$ cat src/rtl/mem_arbiter.sv
// Two-requester memory port arbiter (instruction fetch vs data) with speculative-kill of stale fetches.
// Optional MEM_ARBITER_ROUND_ROBIN_EN: round-robin on ties instead of fixed data-over-instruction priority.
package mem_arbiter_pkg;
   typedef struct packed {
      logic        mem_valid;
      logic        mem_fence;
      logic        mem_spec;
      logic        mem_instr;
      logic [1:0]  mem_mode;
      logic [31:0] mem_addr;
      logic [31:0] mem_wdata;
      logic [3:0]  mem_wstrb;
   } mem_in_type;

   typedef struct packed {
      logic        mem_ready;
      logic        mem_error;
      logic [31:0] mem_rdata;
   } mem_out_type;
endpackage

module mem_arbiter
   import mem_arbiter_pkg::*;
(
   input  logic        clk,
   input  logic        rst,
   input  mem_in_type  imem_in,
   output mem_out_type imem_out,
   input  mem_in_type  dmem_in,
   output mem_out_type dmem_out,
   output mem_in_type  memory_in,
   input  mem_out_type memory_out
);

   typedef enum logic [1:0] {IDLE, BUSY_I, BUSY_D} state_t;

   state_t     state_q, state_d;
   mem_in_type slot_i_q, slot_i_d;
   mem_in_type slot_d_q, slot_d_d;
   mem_in_type mem_q, mem_d;
   logic       discard_q, discard_d;
   mem_in_type eff_i, eff_d;
   logic       resp, kill, free, gnt_i, gnt_d, prefer_d;

`ifdef MEM_ARBITER_ROUND_ROBIN_EN
   logic       last_d_q, last_d_d;
`endif

   assign resp = memory_out.mem_ready | memory_out.mem_error;
   assign kill = (state_q == BUSY_I) & imem_in.mem_valid & imem_in.mem_spec;
   // The response cycle already counts as idle, so a pending request issues right behind it.
   assign free = (state_q == IDLE) | resp;

`ifdef MEM_ARBITER_ROUND_ROBIN_EN
   assign prefer_d = ~last_d_q;
`else
   assign prefer_d = 1'b1;
`endif

   always_comb begin
      eff_i     = imem_in.mem_valid ? imem_in : slot_i_q;
      eff_d     = dmem_in.mem_valid ? dmem_in : slot_d_q;
      gnt_i     = 1'b0;
      gnt_d     = 1'b0;
      state_d   = state_q;
      mem_d     = '0;
      slot_i_d  = eff_i;
      slot_d_d  = eff_d;
      discard_d = (state_q == BUSY_I) & ~resp & (discard_q | kill);

      if (free) begin
         state_d = IDLE;
         if (eff_i.mem_valid && eff_d.mem_valid) begin
            // A fence waits for the other side to drain; two fences fall back to the tie rule.
            if (eff_i.mem_fence != eff_d.mem_fence) begin
               gnt_d = eff_i.mem_fence;
               gnt_i = eff_d.mem_fence;
            end else begin
               gnt_d = prefer_d;
               gnt_i = ~prefer_d;
            end
         end else begin
            gnt_i = eff_i.mem_valid;
            gnt_d = eff_d.mem_valid;
         end
      end

      if (gnt_d) begin
         state_d  = BUSY_D;
         mem_d    = eff_d;
         slot_d_d = '0;
      end else if (gnt_i) begin
         state_d  = BUSY_I;
         mem_d    = eff_i;
         slot_i_d = '0;
      end
   end

`ifdef MEM_ARBITER_ROUND_ROBIN_EN
   always_comb begin
      last_d_d = last_d_q;
      if (gnt_d)      last_d_d = 1'b1;
      else if (gnt_i) last_d_d = 1'b0;
   end

   always_ff @(posedge clk or negedge rst) begin
      if (!rst) last_d_q <= 1'b0;
      else      last_d_q <= last_d_d;
   end
`endif

   always_ff @(posedge clk or negedge rst) begin
      if (!rst) begin
         state_q   <= IDLE;
         slot_i_q  <= '0;
         slot_d_q  <= '0;
         mem_q     <= '0;
         discard_q <= 1'b0;
      end else begin
         state_q   <= state_d;
         slot_i_q  <= slot_i_d;
         slot_d_q  <= slot_d_d;
         mem_q     <= mem_d;
         discard_q <= discard_d;
      end
   end

   assign memory_in = mem_q;
   assign imem_out  = ((state_q == BUSY_I) && !discard_q && !kill) ? memory_out : '0;
   assign dmem_out  = (state_q == BUSY_D) ? memory_out : '0;

endmodule

$ cat config.mk
export PLATFORM = sky130hd
export DESIGN_NAME = mem_arbiter
export DESIGN_NICKNAME = d
export VERILOG_FILES = /design/src/rtl/mem_arbiter.sv
export SDC_FILE = /design/constraint.sdc
export NUM_CORES = 1
export LEC_CHECK = 0
export ABC_AREA = 1
export BUFFER_PORTS_ARGS = -buffer_cell sky130_fd_sc_hd__buf_2
export CORE_MARGIN = 1
export CORE_UTILIZATION = 42
export CTS_CLUSTER_SIZE = 40
export DETAILED_ROUTE_END_ITERATION = 10
export GPL_TIMING_DRIVEN = 1
export MAX_ROUTING_LAYER = met4
export PLACE_DENSITY_LB_ADDON = 0.08
export SYNTH_ARGS = -nofsm -noshare
export SYNTH_HDL_FRONTEND = slang
export SYNTH_SLANG_ARGS = --single-unit
$ cat constraint.sdc
create_clock -name clk -period 3.3 [get_ports clk]
set_input_delay 0.165 -clock clk [delete_from_list [all_inputs] [get_ports clk]]
set_output_delay 0.165 -clock clk [all_outputs]
set_load 0.05 [all_outputs]
# Word-level counts from Yosys, hierarchy flattened
# Index checks and enable logic that the tools add are counted.
totals:
  output_inout_bits: 142
  elab_cells: 62
  regBits: 225
  input_bits: 184
op_classes:
  n_mux: 18
  n_bitwise: 8
  eq_ne: 3
  reduce_logical: 7
op_table:
  columns: ["cell", "n"]
  rows:
  - ["74-bit 2-to-1 mux", 7]
  - ["34-bit 2-to-1 mux", 2]
  - ["1-bit 2-to-1 mux", 6]
  - ["2-bit 2-to-1 mux", 3]
  - ["1-bit bitwise AND", 4]
  - ["1-bit logical AND", 3]
  - ["1-bit bitwise OR", 3]
  - ["3-bit nonzero test", 1]
  - ["2-bit by 1-bit equality test with 1-bit output, second input constant", 1]
  - ["2-bit equality test, second input constant", 1]
  - ["1-bit logical NOT", 2]
  - ["2-bit logical NOT", 1]
  - ["1-bit != test", 1]
  - ["1-bit NOT", 1]

# Logic depth before layout (Yosys ltp)
depth:
  ltp_word: 7
  mapped_depth: 10
  ltp_nobuf: 7

# Worst setup path after synthesis
# No wires, ideal clock.
synth_path:
  path_kind: "register to output"
  start: "register state_q[1]"
  end: "output imem_out[10] in the netlist's numbering"
  path_slack_ps: 1587
  path_buffers: 1
  path_stages_with_launch: 5
  required_time_ps: 3135
  arrival_ps: 1548
  cell_sequence: "dfrtp_1 -> inv_1 -> nand4_1 -> clkbuf_1 -> nor2_1"
synth_rtl:
  columns: ["item", "line_no", "text"]
  rows:
  - ["start, declared", "37", "state_t state_q, state_d;"]
  - ["start signal, assigned", "120", "state_q <= state_d;"]
  - ["end, declared", "28", "output mem_out_type imem_out,"]

==> impl_results.md <==
- Peak supply drop: 0.384 mV
- Max Freq: 410 MHz
- Crit path depth: 4
- Flop-to-flop setup slack: 0.94 ns
- Hold Crit Endpoint: slot_d_q[71]
- Fin area: 13400 um^2
- TritonCTS Sinks: 225
- First drt pass iteration count: 5
- Max FO, Critical Path: 34
- Commonest non-fill, non-tap cell in the layout: nand2_1
- Avg Cell Area, Syn: 8.26 um^2
- Mapped cell area: about 10000 um^2
- Die area: 25400 um^2
- Ports: 326
- Hold Path Class: in -> reg
- Clk_skew: between 0.009 and 0.01 ns
- WL final: approximately 29000 um
- Vias per cell: 4.83
- Synthesized flop and latch total: roughly 230
- Status: finished clean
- Vias post-DR: 9227
- Post-cts sizing count: 0
- Period utilization: 0.739
- P_leak: approximately 7.6 nW
- I/O Buffers: ~330
- Crit. End Element: primary output
- Synth Instances: 1261
- Synthesis-to-layout area growth: 28.8%
- Total negative slack: 0 ns
- Worst-Margin Slew: 1.10 ns
- Yosys cell types: 21
- DP Worst Slack: about 1.2 ns
- Final hold violation count: 0
- Gr usage total: 0.240
- Rows: 57
- Setup crit start kind: flip-flop
- Synthesized net count: 1445
- Initial Util: 0.428
- Die Y: 160 um
- Vias in the first global route: 9068
- Critical Path, Cell by Cell: inv_1 -> nand2_1 -> nor2_1 -> buf_2
- Die width: around 160 um
- Crit-path max cell delay: 0.61 ns
- NumNets Final: 1752
- # H-tree levels: 1
- Worst Hold Launch: dmem_in[71]
- Buf+Inv Stages, Crit Path: 2
- Slew Viols, Final: 0
- Clk slew on worst S/H paths: ~0.060 ns
- Hold path depth: 4
- Pin count of the biggest net entering global routing: roughly 110
- CTS max path bufs: 3
- Critical Path RT: 3.13 ns
- Initial antenna violation count: 2
- Clock period minus worst slack: 2.44 ns
- Clk Latency, worst-skew pair: a little over 0.5 ns
- CP max-delay cell: nand2_1
- Post-synthesis sequential area ratio: 0.540
- Remaining antenna violation count: 0
- CP top delay family: simple AND/OR/NAND/NOR gates
- Commonest non-fill, non-tap cells in the layout: nand2_1 (518), buf_2 (324), dfrtp_1 (225), nand3_1 (146), a21boi_0 (128)
- Cts bufs inserted: 25
- Core area: 24300 um^2
- DRT iter0 DRCs: 578
- CTS tree: yes
- Drt drc: 0
- Slew HR: 0.262
- Global-route wire length before repair: 47800 um
- CP arrival: 2.27 ns
- Worst r2r dst: memory_in[4]
- Final WS setup: around 0.86 ns
- Final setup viols: 0
- Crit Path Category: reg -> out
- FF-to-FF Start: state_q[1]
- Clk root buf: clkbuf_16
- DP Wirelength: roughly 18000 um
- Total gr overflow: 0
- WL/cell: 15.2 um
- Power density over the cells: between 600 and 700 nW/um^2
- Placed cell area: ~12000 um^2
- Gp weighted congestion: 0.824
- Yosys Warn Count: 0
- Pwr Total: 8.70 mW
- Share of layout cells above drive strength 1: 0.247
- Register-to-Register Path Depth: 7
- Number of max-cap violations: 0
- RSZ-0062 raised after global routing: no
## cell families (layout without fill, tap and decap cells)
family / count (synthesis) / after routing / synth area share
other: 0 / 3 / 0
buffers and inverters: 145 / 469 / 0.0650
flip-flops: 225 / 225 / 0.540
AND/OR/NAND/NOR: 738 / 738 / 0.285
AO/OA/AOI/OAI: 153 / 153 / 0.109
## Yosys cell counts, drive strengths merged
cell type | instances | area (um^2)
nand2 | 519 | 1950
dfrtp | 225 | 5630
nand3 | 147 | 741
a21boi | 145 | 1090
nor2 | 71 | 277
buf | 63 | 369
inv | 45 | 169
clkbuf | 37 | 139
a21oi | 5 | 32.5
o21ai | 2 | 10.0
a211oi | 1 | 7.51
nand4 | 1 | 6.26
## flip-flops by register name (all words and copies together) (netlist names)
register and flops:
memory_in 74, state_q 2, discard_q 1, slot_d_q 74, slot_i_q 74
## worst max path at each step
stage	from	endpoint	slack, ns
floorplan	state_q[1]	imem_out[10]	1.59
finish	state_q[0]	dmem_out[29]	0.86
global placement	imem_in[73]	slot_i_q[21]	1.24
detailed placement	imem_in[73]	slot_i_q[24]	1.21
global route	state_q[0]	dmem_out[29]	0.61
CTS	state_q[0]	dmem_out[26]	0.87
## worst reg2reg max path, stage by stage, from the launching register on
cell	delay (ns)
dfrtp_1	0.38
inv_1	0.11
nand2_1	0.17
a21oi_4	0.61
buf_12	0.30
nand3_1	0.11
nand2_1	0.08
dlygate4sd3_1	0.54
## what timing repair did
item / 4_1_cts / 5_1_grt
buffers inserted: 0 / 0
hold endpoints to repair: 115 / 0
hold buffers: 37 / 0
## stage by stage
step,std cells,util,hold slack (ns)
final,1912,0.552,0.0180
after global routing,1911,0.552,0.0272
after CTS,1909,0.551,0.00117
after detailed placement,1828,0.502,0.191
after global placement,1828,0.502,0.200
after floorplan,1261,-,-0.131
## metal layers
metal  GRT usage  wire (um)  share of wire  vias up
li1            -          -              -     4623
met1       0.340      14000           0.48     4342
met2       0.370      13200           0.46      229
met3      0.0305       1270          0.044       33
met4      0.0498        467          0.016        0
met5           -          0              0        -
## power breakdown
part | internal (mW) | switching [mW] | total [mW]
registers | 3.16 | 0.121 | 3.28
clock network | 1.71 | 1.07 | 2.78
logic | 0.665 | 1.98 | 2.64
## cell type report
type | count | area [um^2]
Tap cell | 324 | 405
Inverter | 45 | 169
Sequential cell | 225 | 5630
Multi-Input combinational cell | 891 | 4140
Clock inverter | 4 | 45.0
Clock buffer | 40 | 792
Antenna cell | 3 | 7.51
Timing Repair Buffer | 380 | 2230
Fill cell | 2366 | 10900
Power figures use the tool's default switching activity.
